$ cat config.mk
export PLATFORM = sky130hd
export DESIGN_NAME = lfsr_engine
export DESIGN_NICKNAME = d
export VERILOG_FILES = /design/src/rtl/lfsr_engine.sv
export SDC_FILE = /design/constraint.sdc
export NUM_CORES = 1
export LEC_CHECK = 0
export ABC_AREA = 1
export CAP_MARGIN = 10
export CORE_MARGIN = 2
export CORE_UTILIZATION = 42
export CTS_BUF_LIST = sky130_fd_sc_hd__clkbuf_4
export DETAILED_ROUTE_END_ITERATION = 6
export PLACE_DENSITY = 0.84
export SLEW_MARGIN = 10
export SYNTH_ARGS = -nofsm -noshare
export SYNTH_HDL_FRONTEND = slang
export SYNTH_SLANG_ARGS = --single-unit
$ cat constraint.sdc
create_clock -name clk -period 2.7 [get_ports clk]
set_input_delay 0.405 -clock clk [delete_from_list [all_inputs] [get_ports clk]]
set_output_delay 0.405 -clock clk [all_outputs]
set_load 0.03 [all_outputs]
$ cat src/rtl/lfsr_engine.sv
// Parametrised Fibonacci/Galois LFSR with multi-shift advance, zero-state guard,
// advance counter and registered match pulse.
module lfsr_engine #(
    parameter int                 WIDTH     = 20,
    parameter logic [WIDTH-1:0]   FTAPS     = 20'h08881,
    parameter logic [WIDTH-1:0]   GTAPS     = 20'h81110,
    parameter int                 STEPS_MAX = 4,
    parameter int                 CNT_W     = 16,
    parameter int                 SEED_W    = 128,
    parameter int                 SN_W      = $clog2(STEPS_MAX + 1)
) (
    input  logic              clk,
    input  logic              rst,
    input  logic [SEED_W-1:0] seed_i,
    input  logic              load_i,
    input  logic              step_i,
    input  logic [SN_W-1:0]   steps_n_i,
    input  logic              mode_i,
    input  logic              match_en_i,
    input  logic [WIDTH-1:0]  match_val_i,
    output logic [WIDTH-1:0]  lfsr_o,
    output logic              match_o,
    output logic              lockup_o,
    output logic [CNT_W-1:0]  cnt_o
);

    logic [WIDTH-1:0] seed_low;
    logic             seed_zero;
    logic [WIDTH-1:0] shifted;
    logic [WIDTH-1:0] next_state;
    logic             shifted_zero;
    logic             advance;

    function automatic logic [WIDTH-1:0] shift_once(input logic [WIDTH-1:0] s,
                                                    input logic galois);
        if (galois)
            return (s >> 1) ^ (s[0] ? GTAPS : '0);
        else
            return {^(s & FTAPS), s[WIDTH-1:1]};
    endfunction

    assign seed_low  = seed_i[WIDTH-1:0];
    assign seed_zero = (seed_low == '0);
    assign advance   = step_i && (steps_n_i != '0);

    // The loop bound clamps the request at STEPS_MAX shifts.
    always_comb begin
        // NOTE: blocking assignments here chain each shift into the next within one evaluation.
        shifted = lfsr_o;
        for (int i = 0; i < STEPS_MAX; i++) begin
            if (SN_W'(i) < steps_n_i)
                shifted = shift_once(shifted, mode_i);
        end
        shifted_zero = (shifted == '0);
        next_state   = shifted_zero ? WIDTH'(1) : shifted;
    end

    always_ff @(posedge clk) begin
        if (rst || load_i) begin
            lfsr_o   <= seed_zero ? WIDTH'(1) : seed_low;
            lockup_o <= seed_zero;
            cnt_o    <= '0;
            match_o  <= 1'b0;
        end else if (advance) begin
            lfsr_o   <= next_state;
            if (shifted_zero)
                lockup_o <= 1'b1;
            cnt_o    <= cnt_o + CNT_W'(1);
            match_o  <= match_en_i && (next_state == match_val_i);
        end else begin
            match_o  <= 1'b0;
        end
    end

endmodule

# Word level (Yosys, flattened, before mapping)
# Index checks and enable logic that the tools add are counted.
[totals]
regBits = 38
latch_bits = 0
mem_bits_rw = 0
mem_bits_ro = 0
input_bits = 157
out_inout_bits = 38
memories = 0
[classes]
addsub = 1
multipliers = 0
n_div = 0
n_lt_le_gt_ge = 4
eq_ne = 1
n_shift = 0
n_mux = 19
bitwise_logic = 5
reduce_logical = 14
[ops]
columns = ["cell", "count"]
rows = [
  ["two-way mux 20 bit", 16],
  ["XOR reduction 20 bit", 4],
  ["XOR 19 x 20 -> 20 bit", 4],
  ["logical NOT 20 bit", 2],
  ["== test 20 bit", 1],
  ["adder 16 x 1 -> 16 bit (second input constant)", 1],
  ["less-than comparator 1 x 3 -> 1 bit (first input constant)", 2],
  ["less-than comparator 2 x 3 -> 1 bit (first input constant)", 2],
  ["nonzero test 2 bit", 2],
  ["two-way mux 1 bit", 3],
  ["nonzero test 3 bit", 1],
  ["logical AND 1 bit", 2],
  ["AND reduction 2 bit", 1],
  ["OR reduction 2 bit", 1],
  ["logical OR 1 bit", 1],
  ["NOT 1 bit", 1],
]

# Depth between registers and ports, before layout
# Gate-level depths: netlist of run 1.
[depth]
ltp_word = 20
mapped_depth = 26
mapped_depth_nobuf = 24

# Worst setup path after synthesis of run 1
# OpenSTA, ideal clock, no wires.
[synth_timing]
kind = "flip-flop to flip-flop"
startpoint = "reg lfsr_o[0]"
endpoint = "reg lockup_o, enable pin"
setup_ns = 0.310
arrival_time_ns = 2.108
setup_slack_ns = 0.282
path_stages_with_launch = 21
path_buffers = 0
synth_period_minus_slack_ns = 2.418
path_cell_list = "edfxtp_1 nand2_1 inv_1 nand2_1 nand2_1 nand2_1 nand2_1 nand2_1 nand2_1 nand2_1 nand2_1 nand2_1 nand2_1 nand2_1 nand2_1 nand2_1 nand2_1 inv_1 a21oi_2 nand3_2 o21ai_0"
[synth_via]
elab_chain_len = 16
[synth_rtl]
columns = ["item", "line", "source"]
rows = [
  ["start, declared", "21", "output logic [WIDTH-1:0] lfsr_o,"],
  ["start signal, assigned", "60", "lfsr_o <= seed_zero ? WIDTH'(1) : seed_low;"],
  ["start signal, assigned", "65", "lfsr_o <= next_state;"],
  ["two-way mux 20 bit", "37", "return (s >> 1) ^ (s[0] ? GTAPS : '0);"],
  ["XOR 19 x 20 -> 20 bit", "37", ""],
  ["two-way mux 20 bit", "36", "if (galois)"],
  ["two-way mux 20 bit *", "51", "if (SN_W'(i) < steps_n_i)"],
  ["XOR 19 x 20 -> 20 bit", "37", ""],
  ["two-way mux 20 bit", "36", ""],
  ["two-way mux 20 bit *", "51", ""],
  ["XOR reduction 20 bit or XOR 19 x 20 -> 20 bit (tied branches)", "39, 37", ""],
  ["two-way mux 20 bit", "36", ""],
  ["two-way mux 20 bit *", "51", ""],
  ["XOR 19 x 20 -> 20 bit", "37", ""],
  ["two-way mux 20 bit", "36", ""],
  ["two-way mux 20 bit *", "51", ""],
  ["logical NOT 20 bit *", "54", "shifted_zero = (shifted == '0);"],
  ["nonzero test 2 bit (no line) *", "-", ""],
  ["AND reduction 2 bit (no line) *", "-", ""],
  ["end signal, assigned", "61", "lockup_o <= seed_zero;"],
  ["end, declared", "23", "output logic lockup_o,"],
]
# Every way passes the cells marked *; elsewhere a longest branch is shown, timed or not.
# A chain may end at the register's enable or synchronous reset.

# Final worst setup path of run 1
[layout_timing]
startpoint = "reg lfsr_o[0]"
endpoint = "reg match_o"
[layout_via]
elab_chain_len = 17
[layout_rtl]
columns = ["item", "line", "source"]
rows = [
  ["two-way mux 20 bit", "37", ""],
  ["XOR 19 x 20 -> 20 bit", "37", ""],
  ["two-way mux 20 bit", "36", ""],
  ["two-way mux 20 bit *", "51", ""],
  ["XOR 19 x 20 -> 20 bit", "37", ""],
  ["two-way mux 20 bit", "36", ""],
  ["two-way mux 20 bit *", "51", ""],
  ["XOR reduction 20 bit or XOR 19 x 20 -> 20 bit (tied branches)", "39, 37", ""],
  ["two-way mux 20 bit", "36", ""],
  ["two-way mux 20 bit *", "51", ""],
  ["XOR 19 x 20 -> 20 bit", "37", ""],
  ["two-way mux 20 bit", "36", ""],
  ["two-way mux 20 bit *", "51", ""],
  ["logical NOT 20 bit", "54", ""],
  ["two-way mux 20 bit *", "55", "next_state = shifted_zero ? WIDTH'(1) : shifted;"],
  ["== test 20 bit *", "69", "match_o <= match_en_i && (next_state == match_val_i);"],
  ["logical AND 1 bit *", "69", ""],
  ["end signal, assigned", "69", ""],
  ["end, declared", "22", "output logic match_o,"],
]
# Marked as above.

==> results of run 1 <==
[cell families after synthesis]
logic type                 synth area share
buffers and inverters                 0.114
and+or+nand+nor                       0.491
adders and majority gates           0.00328
xor gates and xnor gates             0.0138
DFF                                   0.255
AOI/OAI and AO/OA                     0.124
[metal layers]
| metal | share of wire | wire [µm] | vias up | global-route usage |
|---|---|---|---|---|
| met1 | 0.41 | 5790 | 2188 | 0.372 |
| met2 | 0.47 | 6700 | 260 | 0.454 |
| li1 | - | - | 2394 | - |
| met3 | 0.092 | 1310 | 31 | 0.0267 |
| met4 | 0.030 | 420 | 0 | 0.101 |
| met5 | 0 | 0 | - | 0 |
[registers in the layout (all words and copies together), names as in the netlist]
| register | count |
|---|---|
| lockup_o | 1 |
| match_o | 1 |
| lfsr_o | 20 |
| cnt_o | 16 |
[stage by stage]
step / hold WS [ns] / cell area, µm²
after floorplan: 0.590 / 3810
after global placement: 0.441 / 5230
after detailed placement: 0.442 / 5230
after CTS: 0.465 / 5300
after global routing: 0.511 / 5560
final: 0.462 / 5560
[final timing paths]
check / start / to / depth (start not counted)
hold / removal: cnt_o[15] / cnt_o[15] / 1
setup / recovery: lfsr_o[0] / match_o / 22
hold reg to reg: cnt_o[15] / cnt_o[15] / 1
setup reg to reg: lfsr_o[0] / match_o / 22
[report_power, final]
group	internal (mW)	switching (mW)	leakage, nW	total, mW
logic	0.515	0.680	2.25	1.20
clock network	0.108	0.192	0.0331	0.300
registers	0.663	0.0702	0.358	0.734
[cells in the final DEF (no fill, tap or decap), types with 2 or more instances in the layout]
cell type	n
sky130_fd_sc_hd__nand2_1	208
sky130_fd_sc_hd__clkdlybuf4s50_1	82
sky130_fd_sc_hd__buf_4	77
sky130_fd_sc_hd__nor3_2	2
sky130_fd_sc_hd__clkbuf_4	6
sky130_fd_sc_hd__inv_2	3
sky130_fd_sc_hd__buf_12	5
sky130_fd_sc_hd__xnor2_1	4
sky130_fd_sc_hd__nor3_1	8
sky130_fd_sc_hd__nor2_2	3
sky130_fd_sc_hd__nand3_2	12
sky130_fd_sc_hd__nand2_2	28
sky130_fd_sc_hd__nand3_4	2
sky130_fd_sc_hd__buf_6	2
sky130_fd_sc_hd__inv_1	59
sky130_fd_sc_hd__nor2_1	28
sky130_fd_sc_hd__nand2_4	7
sky130_fd_sc_hd__a221oi_1	2
sky130_fd_sc_hd__o21a_1	3
sky130_fd_sc_hd__clkinv_1	3
sky130_fd_sc_hd__o21ai_0	37
sky130_fd_sc_hd__o21ai_1	3
sky130_fd_sc_hd__clkbuf_2	2
sky130_fd_sc_hd__edfxtp_1	21
sky130_fd_sc_hd__inv_4	4
sky130_fd_sc_hd__o21ai_2	4
sky130_fd_sc_hd__xor2_1	2
sky130_fd_sc_hd__o211ai_1	5
sky130_fd_sc_hd__dlymetal6s2s_1	2
sky130_fd_sc_hd__o22ai_1	4
sky130_fd_sc_hd__nor4_1	4
sky130_fd_sc_hd__nand3_1	96
sky130_fd_sc_hd__a21oi_1	16
sky130_fd_sc_hd__nand4_1	7
sky130_fd_sc_hd__dfxtp_1	17
[layout make-up]
class	count	area (µm²)
clock inverters	2	8.76
well taps	108	135
inverters	68	265
fillers	808	3210
repair buffers	171	1580
clock buffers	6	45.0
flip-flops and latches	38	971
multi-input cells	499	2550
[what timing repair did]
action,4_1_cts,5_1_grt
gates cloned,0,2
pin swaps,1,12
endpoints found under the setup margin,4,6
buffers inserted,0,9
resized for setup,7,49
[worst max-delay path, delay by kind of cell (launching register included)]
family	cells	cell delay, ns
AO/OA/AOI/OAI	1	0.22
buffers and inverters	2	0.17
AND/OR/NAND/NOR	19	1.61
flip-flops	1	0.53
==> flow_summary.ini, run 1 <==
[clock_network]
cts_tree = done
clock_sink_count = 38
max-clock-path-buffers = 2
worstSkewPairLatency_ns = 0.34
clock-root-buffer = sky130_fd_sc_hd__clkbuf_4
postCtsHoldBufs = 0
ctsHtreeMaxLevel = 2
cts.clk_slew.worst_paths_ns = 0.11
number_of_clock_buffers_inserted_by_tritoncts = 5

[detailed_routing]
detailroute.via_count = 4873
drt_first_iter_violations = 421
drcViolationCount = 0
postRouteWirelength_um = 14200
routed_length_per_placed_instance_um = 15.9
drt-vias-per-instance = 5.46
drt_pre_antenna_iters = 5
detail-route-antenna-nets = 0

[worst_setup_path]
cp.required_ns = 2.99
cp_max_fo = 5
slowest_delay_ns = 0.53
timing.critical_path.cells = nand2_4, inv_4, nand2_1, nand2_2, nand2_2, nand2_1, nand2_1, buf_4, nand2_1, nand3_1, nand2_1, nand2_1, nand2_1, nand2_1, nand2_1, a21oi_2, nand3_2, nand3_1, nand3_1, nor2_1, nand3_1, nor2_1
r2r_setup_slack_ns = 0.13
cpMaxStageDelayCell = sky130_fd_sc_hd__edfxtp_1
path_class = reg2reg
critical_path.most_common_cell = sky130_fd_sc_hd__nand2_1
worstPathArrival_ns = 2.86
cp-start-kind = register
cp-end-kind = register

[timing]
setup_violations = 0
finalWorstSetupSlack_ns = 0.129
maxSlewHeadroom = 0.690
skew_ns = 0.00518
final-max-slew-violation-count = 0
clock.fmax_mhz = 389
finalCritPeriodShare = 0.952
hold_viol_final = 0
grt_setup_unrepaired = yes
final.min_clock_period_ns = 2.57
fin_tns_setup_ns = 0
max_slew.worst_pin.slew_ns = 0.458

[logic_synthesis]
mappedNetlistNets = 788
synth-warning-count = 0
number_of_flops_mapped_to_enable_cells_by_yosys = 21
netlist.top_cell.by_area = sky130_fd_sc_hd__nand2_1
postSynthRegisterBits = 38
post_synth_main_area_contributors = sky130_fd_sc_hd__nand2_1 (22%), sky130_fd_sc_hd__edfxtp_1 (17%), sky130_fd_sc_hd__nand3_1 (13%)
syn-cell-area_um2 = 3810
synth_top_cell_area_share = 0.223
post_synthesis_instance_total = 630
synth_top_cells_by_count = sky130_fd_sc_hd__nand2_1 (227), sky130_fd_sc_hd__nand3_1 (101), sky130_fd_sc_hd__inv_1 (60)
synth_seq_area_share = 0.255
synthesis.area_per_instance_um2 = 6.05
synth_cell_types = 46
synthMostInstantiatedCell = sky130_fd_sc_hd__nand2_1
synth_async_sr_flop_share = 0
ys.flop_type = sky130_fd_sc_hd__edfxtp_1

[floorplanning]
die_area_um2 = 9860
core_footprint_um2 = 8760
die_h_um = 99.3
floorplan.initialDensity = 0.435
fp.dieW_um = 99.3
count_of_boundary_i_o_pins = 195
std_cell_rows = 34

[placed_design]
dp_hpwl_um = 10900
buffer_ports.inserted = 86
place.detailed.instances = 873
dp_slack_ns = -0.491
routabilityCongestion = 1.01

[cells_and_area]
stdcell_count = 892
syn2layout_area_growth_pct = 45.7
final_core_utilization = 0.634
drive_above_1_share = 0.210
n_antenna_cell = 0
fin_nets = 941

[hold_path]
hp-class = reg2reg

[power_and_ir_drop]
ir_worst_vdd_mv = 0.309
total_power_mw = 2.23
power_per_cell_area_nw_per_um2 = 401
static_leakage_nw = 2.64

[global_routing]
grt_max_degree = 45
first_global_vias = 4475
global_route.overflow_total = 0
grt_first_pass_wirelength_um = 21900
antenna_found_initial = 0
grtUsageTotal = 0.274

[outcome]
run_status = finished, final reports clean

[job]
max_cap_viol_count = 0
No activity file was read; power rests on OpenSTA's default activity.
==> run 2: changes to the inputs <==
--- a/config.mk
+++ b/config.mk
@@ -7,9 +7,11 @@
 export LEC_CHECK = 0
 export ABC_AREA = 1
 export CAP_MARGIN = 10
+export CORE_ASPECT_RATIO = 1.1
 export CORE_MARGIN = 2
 export CORE_UTILIZATION = 42
 export CTS_BUF_LIST = sky130_fd_sc_hd__clkbuf_4
+export CTS_CLUSTER_DIAMETER = 100
 export DETAILED_ROUTE_END_ITERATION = 6
 export PLACE_DENSITY = 0.84
 export SLEW_MARGIN = 10
==> run 2 against run 1 <==
Final cell count rose by 1.0%. Hold slack better by 0.0026 ns. Total power rose by 0.17%. Register-to-register slack better by 0.03 ns. Clock-buffer cell count grew 1. Critical path depth down 1. Non-clock buffer count increased by 2. Fmax increased by 0.68%. Clock skew grew 0.0064 ns. Utilization is 0.58 points lower. First-iteration DRC count shrank 9.3%.
==> flow_summary.ini, run 2 (same netlist as run 1, synthesis figures left out) <==
[worst_setup_path]
cp.buffers_inverters = 3
cp-end-kind = register
worstPathArrival_ns = 2.85
cpMaxStageDelayCell = sky130_fd_sc_hd__nor2_8
cp.required_ns = 2.99
critical_path.top_delay_family = simple AND/OR/NAND/NOR gates
rr_worst_depth = 23
path_class = in2reg
worst_r2r_endpoint = match_o
cp_max_fo = 8
slowest_delay_ns = 0.24
critical_path.most_common_cell = sky130_fd_sc_hd__nand3_1
timing.critical_path.cells = clkbuf_2, nor2_8, buf_4, nand3_2, nand2_1, inv_1, nand2_1, nand3_1, nand3_1, nand3_1, nand2_2, nand2_1, nor2_2, nand3_1, nor2_2, nand3_2, nand3_1, nand3_1, nor2_1, nand3_1, nor2_1
worst_r2r_startpoint = lfsr_o[0]
cp-start-kind = primary input
r2r_setup_slack_ns = 0.16

[hold_path]
hold_path_end = cnt_o[15]
worstHoldStart = cnt_o[15]
hp-class = reg2reg
worst_hold_path.num_cells = 1

[placed_design]
postPlaceCellArea_um2 = 5270
buffer_ports.inserted = 86
routabilityCongestion = 0.948
place.detailed.instances = 885
dp_slack_ns = -0.483
dp_hpwl_um = 10900

[cells_and_area]
most-common-layout-cells = sky130_fd_sc_hd__nand2_1 (208), sky130_fd_sc_hd__nand3_1 (97), sky130_fd_sc_hd__clkdlybuf4s50_1 (82), sky130_fd_sc_hd__buf_4 (79), sky130_fd_sc_hd__inv_1 (58)
stdcell_count = 901
n_antenna_cell = 0
max_reg_flops = 20
drive_above_1_share = 0.213
reg_top3 = lfsr_o x20, cnt_o x16
syn2layout_area_growth_pct = 45.5
top_register = lfsr_o
fin_nets = 944
final_design_area_no_fill_um2 = 5550
mostFrequentLayoutCell = sky130_fd_sc_hd__nand2_1
fillCellCount = 821

[detailed_routing]
detailroute.via_count = 4881
detail-route-antenna-nets = 0
drt_pre_antenna_iters = 5
routed_length_per_placed_instance_um = 15.4
drcViolationCount = 0
met1_length_um = 5700
postRouteWirelength_um = 13900
drt_first_iter_violations = 382
top_signal_layer_used = met4
drt-vias-per-instance = 5.42
route.met3.wl_um = 964
routed-wl-met2_um = 6810

[outcome]
run_status = finished, final reports clean

[timing]
whs_ns = 0.465
hold_viol_final = 0
skew_ns = 0.0115
finalWorstSetupSlack_ns = 0.147
clock.fmax_mhz = 392
final-max-slew-violation-count = 0
final.min_clock_period_ns = 2.55
finalCritPeriodShare = 0.946
setup_violations = 0
maxSlewHeadroom = 0.622
max_slew.worst_pin.slew_ns = 0.562
fin_tns_setup_ns = 0

[clock_network]
cts_tree = done
clock-root-buffer = sky130_fd_sc_hd__clkbuf_4
postCtsHoldBufs = 0
cts.clk_slew.worst_paths_ns = 0.12
ctsHtreeMaxLevel = 2
clock_sink_count = 38
max-clock-path-buffers = 2
worstSkewPairLatency_ns = 0.35
number_of_clock_buffers_inserted_by_tritoncts = 5

[power_and_ir_drop]
switching_power_uw = 938
static_leakage_nw = 2.64
internal_power_mw = 1.29
clockPowerShare = 0.141
power_per_cell_area_nw_per_um2 = 403
p_seq_frac = 0.326
power.combinational.fraction = 0.533
ir_worst_vdd_mv = 0.291
p_sw_frac = 0.420

[floorplanning]
core_footprint_um2 = 8830
floorplan.initialDensity = 0.432
std_cell_rows = 36
die_area_um2 = 9860
die_h_um = 104
fp.dieW_um = 94.8
count_of_boundary_i_o_pins = 195

[global_routing]
antenna_found_initial = 0
grt_first_pass_wirelength_um = 22300
first_global_vias = 4726
grt_max_degree = 45
grtUsageTotal = 0.280
global_route.overflow_total = 0

[job]
max_cap_viol_count = 0
run 2: cell count changes in the layout (fill, tap and decap cells not counted), moves of 2 or more:
cell,delta
sky130_fd_sc_hd__inv_2,+3
sky130_fd_sc_hd__inv_4,-3
sky130_fd_sc_hd__buf_12,-2
sky130_fd_sc_hd__buf_4,+2
sky130_fd_sc_hd__buf_6,+2
sky130_fd_sc_hd__nand2_2,+2
sky130_fd_sc_hd__nand2_4,-2
sky130_fd_sc_hd__nand3_4,-2
sky130_fd_sc_hd__nor2_1,-2
sky130_fd_sc_hd__nor2_2,+2
sky130_fd_sc_hd__o21ai_0,+2
run 2: worst max path at each step:
stage                 start        to  cells after the start
2_1_floorplan     lfsr_o[0]  lockup_o                     20
3_3_place_gp   steps_n_i[2]  lockup_o                     16
3_5_place_dp   steps_n_i[2]   match_o                     22
4_1_cts              mode_i   match_o                     25
5_1_grt           lfsr_o[0]   match_o                     24
6_report       steps_n_i[2]   match_o                     21
run 2: through the flow:
| stage | utilization | power [mW] |
|---|---|---|
| 2_1_floorplan | - | 1.36 |
| 3_3_place_gp | 0.597 | 1.83 |
| 3_5_place_dp | 0.597 | 1.86 |
| 4_1_cts | 0.605 | 2.17 |
| 5_1_grt | 0.628 | 2.38 |
| 6_report | 0.628 | 2.23 |
run 2: what timing repair did:
item / 4_1_cts / 5_1_grt
setup buffers: 0 / 5
setup endpoints to repair: 4 / 6
pin swaps: 1 / 12
gates cloned: 0 / 3
gates resized for setup: 6 / 45
run 2: area by class of cell:
type | count | area, µm² | area share
clock inverter | 1 | 3.75 | 0.000677
inverter | 68 | 263 | 0.0474
sequential | 38 | 971 | 0.175
timing repair buffer | 173 | 1580 | 0.285
clock buffer | 7 | 52.6 | 0.00948
tap | 114 | 143 | 0.0257
multi-input combinational | 500 | 2530 | 0.457
run 2: power groups by stage:
stage / registers, mW / clock network, mW / logic, mW
after floorplan: 0.805 / 0 / 0.558
after global placement: 0.736 / 0 / 1.10
after detailed placement: 0.738 / 0 / 1.12
after CTS: 0.725 / 0.321 / 1.13
after global routing: 0.734 / 0.339 / 1.31
final: 0.729 / 0.314 / 1.19
run 2: layer usage:
layer | up-vias | GRT usage
met2 | 224 | 0.489
met4 | 0 | 0.0859
met1 | 2224 | 0.361
li1 | 2396 | -
met5 | - | 0
met3 | 37 | 0.0268
